===== src/rtl/pipe_hazard_ctrl.sv =====
// pipe_hazard_ctrl: stall/flush sequencer for a 5-stage pipeline.
//
// Detects load-use hazards between the EX and ID stages. Squashes the fetched
// instruction on a taken branch. Handshakes multi-cycle data-memory accesses
// in MEM, with a timeout that parks the controller in a sticky error state.
//
// Ports:
//   clk_i, rst_i          clock, asynchronous active-low reset
//   ID_*_i                register operands of the instruction in ID
//   EX_MemRead_i/RdAddr_i load flag and destination of the EX instruction
//   ID_Branch_Taken_i     branch/jump resolved taken in ID
//   MEM_MemRead/Write_i   memory operation in MEM
//   dmem_ack_i/req_o      data-memory handshake
//   *_Write_o             per-stage register enables
//   IF_ID_Flush_o         IF/ID loads a NOP
//   ID_EX_Bubble_o        ID/EX loads a NOP
//   MEM_WB_Bubble_o       MEM/WB loads WB=0
//   err_o                 sticky memory timeout
//   stall_cnt_o           saturating stall-cycle counter
module pipe_hazard_ctrl #(
    parameter int unsigned MEM_TIMEOUT = 255,
    parameter int unsigned TO_W        = 8,
    parameter int unsigned CNT_W       = 16
) (
    input  logic             clk_i,
    input  logic             rst_i,
    input  logic [4:0]       ID_RsAddr_i,
    input  logic [4:0]       ID_RtAddr_i,
    input  logic             ID_UsesRt_i,
    input  logic             EX_MemRead_i,
    input  logic [4:0]       EX_RdAddr_i,
    input  logic             ID_Branch_Taken_i,
    input  logic             MEM_MemRead_i,
    input  logic             MEM_MemWrite_i,
    input  logic             dmem_ack_i,
    output logic             dmem_req_o,
    output logic             PC_Write_o,
    output logic             IF_ID_Write_o,
    output logic             IF_ID_Flush_o,
    output logic             ID_EX_Bubble_o,
    output logic             EX_MEM_Write_o,
    output logic             MEM_WB_Write_o,
    output logic             MEM_WB_Bubble_o,
    output logic             err_o,
    output logic [CNT_W-1:0] stall_cnt_o
);

    typedef enum logic [1:0] {StRun, StMemWait, StErr} state_e;

    state_e            state_q, state_d;
    logic [TO_W-1:0]   to_q, to_d;
    logic [CNT_W-1:0]  cnt_q, cnt_d;
    logic              err_q, err_d;

    logic memop;
    logic load_use_hit;
    logic stall;
    logic req, pc_w, ifid_w, ifid_fl, idex_bub, exmem_w, memwb_w, memwb_bub;

    assign memop = MEM_MemRead_i | MEM_MemWrite_i;

    assign load_use_hit = EX_MemRead_i && (EX_RdAddr_i != 5'd0) &&
                          ((EX_RdAddr_i == ID_RsAddr_i) ||
                           (ID_UsesRt_i && (EX_RdAddr_i == ID_RtAddr_i)));

    always_comb begin
        state_d   = state_q;
        to_d      = to_q;
        err_d     = err_q;
        stall     = 1'b0;
        req       = 1'b0;
        pc_w      = 1'b1;
        ifid_w    = 1'b1;
        ifid_fl   = 1'b0;
        idex_bub  = 1'b0;
        exmem_w   = 1'b1;
        memwb_w   = 1'b1;
        memwb_bub = 1'b0;

        unique case (state_q)
            StRun: begin
                if (memop && !dmem_ack_i) begin
                    // Miss on first request: freeze front end, drain WB with a bubble.
                    req       = 1'b1;
                    stall     = 1'b1;
                    pc_w      = 1'b0;
                    ifid_w    = 1'b0;
                    exmem_w   = 1'b0;
                    memwb_bub = 1'b1;
                    state_d   = StMemWait;
                    to_d      = TO_W'(1);
                end else begin
                    // Zero-wait access (or no access): hazard logic applies normally.
                    req = memop;
                    if (load_use_hit) begin
                        stall    = 1'b1;
                        pc_w     = 1'b0;
                        ifid_w   = 1'b0;
                        idex_bub = 1'b1;
                    end else if (ID_Branch_Taken_i) begin
                        ifid_fl = 1'b1;
                    end
                end
            end
            StMemWait: begin
                req = 1'b1;
                if (dmem_ack_i) begin
                    // Ack beats timeout: release everything, MEM/WB captures the data.
                    state_d = StRun;
                    to_d    = '0;
                end else begin
                    stall     = 1'b1;
                    pc_w      = 1'b0;
                    ifid_w    = 1'b0;
                    exmem_w   = 1'b0;
                    memwb_bub = 1'b1;
                    if (to_q == TO_W'(MEM_TIMEOUT)) begin
                        state_d = StErr;
                        err_d   = 1'b1;
                    end else begin
                        to_d = to_q + 1'b1;
                    end
                end
            end
            StErr: begin
                pc_w    = 1'b0;
                ifid_w  = 1'b0;
                exmem_w = 1'b0;
                memwb_w = 1'b0;
            end
            default: begin
                state_d = StRun;
            end
        endcase

        cnt_d = cnt_q;
        if (stall && (cnt_q != '1)) begin
            cnt_d = cnt_q + 1'b1;
        end
    end

    always_ff @(posedge clk_i or negedge rst_i) begin
        if (!rst_i) begin
            state_q <= StRun;
            to_q    <= '0;
            cnt_q   <= '0;
            err_q   <= 1'b0;
        end else begin
            state_q <= state_d;
            to_q    <= to_d;
            cnt_q   <= cnt_d;
            err_q   <= err_d;
        end
    end

    // Every control output is held inactive while reset is asserted.
    assign dmem_req_o      = rst_i & req;
    assign PC_Write_o      = rst_i & pc_w;
    assign IF_ID_Write_o   = rst_i & ifid_w;
    assign IF_ID_Flush_o   = rst_i & ifid_fl;
    assign ID_EX_Bubble_o  = rst_i & idex_bub;
    assign EX_MEM_Write_o  = rst_i & exmem_w;
    assign MEM_WB_Write_o  = rst_i & memwb_w;
    assign MEM_WB_Bubble_o = rst_i & memwb_bub;
    assign err_o           = rst_i & err_q;
    assign stall_cnt_o     = cnt_q;

endmodule

===== config.mk =====
export PLATFORM = sky130hd
export DESIGN_NAME = pipe_hazard_ctrl
export DESIGN_NICKNAME = d
export VERILOG_FILES = /design/src/rtl/pipe_hazard_ctrl.sv
export SDC_FILE = /design/constraint.sdc
export NUM_CORES = 1
export LEC_CHECK = 0
export BUFFER_PORTS_ARGS = -buffer_cell sky130_fd_sc_hd__buf_4
export CORE_MARGIN = 3
export CORE_UTILIZATION = 25
export DETAILED_ROUTE_END_ITERATION = 8
export GPL_TIMING_DRIVEN = 0
export RECOVER_POWER = 100
export SYNTH_ARGS = -nofsm -noshare
export SYNTH_HDL_FRONTEND = slang
export SYNTH_SLANG_ARGS = --single-unit

===== constraint.sdc =====
create_clock -name clk_i -period 3.55 [get_ports clk_i]
set_input_delay 0.71 -clock clk_i [delete_from_list [all_inputs] [get_ports clk_i]]
set_output_delay 0.71 -clock clk_i [all_outputs]
set_load 0.03 [all_outputs]

==> results.txt <==
layout cell share with drive strength beyond 1: 0.1480
fin crit period: 3.112 ns
sum of negative setup slack: 0 ns
initial DRC count: 82
vias: 1408
largest net degree at the start of global routing: 33
Leak: 0.8303 nW
clk_skew: 0.002521 ns
Final nets: 249
Slew HR: 0.3623
initial antenna violation count: 0
first-pass GRT wire length: 6.168 mm
Unique masters post-synth: 36
transition time of the tightest slew-check pin: 0.9484 ns
Post-Place Setup Slack: 0.5120 ns
post_cts resized: 0
sequential share of the synthesized area: 0.4242
Worst EP arrival: 2.40 ns
Die Area: 0.007365 sq mm
Synth Register Bits: 27
CTS HTree Levels: 1
Sinks on Clock Net: 27
Row Count: 28
TritonCTS clock tree: yes
Crit Path Class: in2out
Critical Path RT: 2.84 ns
R2R cell count: 6
dpl cells: 294
post-synth net total: 198
Setup-failing EPs final: 0
Power Density: 469.4 mW/mm^2
gpl congestion: 0.7126
maximum vdd ir drop: 298.0 uV
diode count: 0
Starting Density: 0.2628
Synth Area in Compound Gates: 0.1186
area grow syn2layout: 22.55%
DRC: 0
Worst setup SP type: primary input
Hold Buf Count CTS: 0
Layout fillers: 664
achievable frequency: 0.3213 GHz
final slew viol count: 0
Crit. End Element: output pin
top cell type's share of synthesized area: 0.4242
Die Wd: 85.82 um
DR WL/cell: 12.51 um
Final ANT Viol Nets: 0
Cells after Synth: 173
Adder-Cell Fraction of Synth Area: 0.01571
Area contributors post-synth: dfrtp_1, xnor2_1, o21ai_0
DP HPWL: 2.801 mm
router iterations before antenna repair: 4
Die Y: 85.82 um
I/O pin count: 48
via density per instance: 4.725
GRT Resource Usage Total: 0.1005
largest family of logic cells by synthesized area: simple AND/OR/NAND/NOR gates
Root Driver: clkbuf_8
RSZ-0062 raised after global routing: false
clk buf depth: 2
simple-gate portion of the synthesized area: 0.2561
total grt overflow: 0
core area: 0.006061 sq mm
total routed wirelength: 3.729 mm
cell area after synthesis: 0.001593 sq mm
IO buf count: 46
Worst-path clk slew: 0.09 ns
status: finished, final reports clean
Post-Synth XOR/XNOR Area: 0.1320
final core occ: 0.3220
post-route setup slack: 0.4381 ns
Synth area leader: dfrtp_1
synthesized area per cell: 9.207 sq um
Inserted Clock Buffers: 3
synthesis warning total: 0
critical path peak fanout: 3
final hold violation count: 0
Final Cycle Share: 0.8766
Tightest Hold Check Type: in2async
Max-Cap Viols: 0
Final Non-Filler Cells: 298
vias in the first global route: 1378
setup bufs post-CTS: 0
Skew-Pair Late Insertion Delay: 0.28 ns
multiplexer share of the synthesized area: 0.02121
[final timing paths]
check / startpoint / end / slack (ns)
setup / recovery: EX_RdAddr_i[4] / PC_Write_o / 0.44
hold / removal: rst_i / stall_cnt_o[3] / 0.34
setup reg to reg: to_q[0] / to_q[0] / 1.03
hold reg to reg: err_q / err_q / 0.49
max in group asynchronous: rst_i / to_q[0] / 2.92
min in group clk_i: err_q / err_q / 0.49
[sequential cells by signal, indices dropped and copies added (netlist names)]
signal       cells
to_q             8
err_q            1
state_q          2
stall_cnt_o     16
[cell families after synthesis]
kind of cell,after synthesis
buf+inv,10
xor+xnor,24
compound gates,29
simple gates,78
flops,27
mux,3
fa+ha+maj,2
[cell usage in the layout, fill, tap and decap left out, drive strengths merged, types with 2 or more instances in the layout]
cell type	n
a21oi	2
a31oi	3
and2	3
and3	9
buf	24
clkbuf	31
dfrtp	27
ha	2
inv	4
mux2	3
nand2	15
nand2b	2
nand3	9
nand4	9
nor2	17
nor3	7
o21ai	19
or3	2
xnor2	15
xor2	9
[synthesized netlist by cell type]
library cell / number
a221oi_2: 1
nand4_2: 1
a32oi_1: 1
o31ai_4: 1
nor2_1: 17
and2_1: 3
nand2b_1: 2
nand2_1: 14
xor2_1: 9
o21ai_1: 1
nor3_1: 7
mux2_1: 2
nand4b_1: 1
inv_1: 4
ha_1: 2
nand2_2: 1
buf_2: 2
buf_6: 1
nand3_1: 9
or3_1: 2
xnor2_1: 15
or4_1: 1
o21ai_0: 18
dfrtp_1: 27
nand4_1: 8
or2_2: 1
nor4_2: 1
and3_1: 9
mux2_2: 1
nand3b_1: 1
clkbuf_1: 2
o211ai_2: 1
o21bai_1: 1
buf_4: 1
a31oi_1: 3
a21oi_1: 2
[metal layers]
metal,part of all wire,vias up,GRT usage
met2,0.41,45,0.1589
met4,0.016,0,0.03453
li1,-,716,-
met1,0.50,640,0.1400
met3,0.065,7,0.01537
met5,0,-,0
[worst max-delay path, cell delays in order]
cell and delay (ns):
clkbuf_1 0.11, xor2_1 0.16, nor4_1 0.32, a32oi_1 0.18
or2_2 0.33, nand2b_1 0.11, o21ai_0 0.13, buf_4 0.16
clkbuf_1 0.20
[power by group]
part           leakage, nW  internal, mW  switching (mW)  total [mW]
clock               0.0255        0.0789           0.100       0.179
combinational        0.449         0.112           0.214       0.326
sequential           0.356         0.357          0.0538       0.411
[metrics by stage]
stage,area (sq um),power (mW),hold WS [ns]
floorplan,1593,0.6541,0.4144
global placement,2032,0.7942,0.4552
detailed placement,2032,0.7986,0.4811
CTS,2078,0.9804,0.3565
global route,1952,0.9826,0.3699
finish,1952,0.9163,0.3440
[layout make-up]
| cell class | count | area [sq um] | area share |
|---|---|---|---|
| inverter | 4 | 15.01 | 0.007692 |
| tap | 75 | 93.84 | 0.04808 |
| sequential | 27 | 675.6 | 0.3462 |
| buffer | 6 | 28.78 | 0.01474 |
| timing repair buffer | 46 | 251.5 | 0.1288 |
| multi-input combinational | 136 | 840.8 | 0.4308 |
| clock inverter | 1 | 5.005 | 0.002564 |
| clock buffer | 3 | 41.29 | 0.02115 |
No activity file was read; power rests on OpenSTA's default activity.
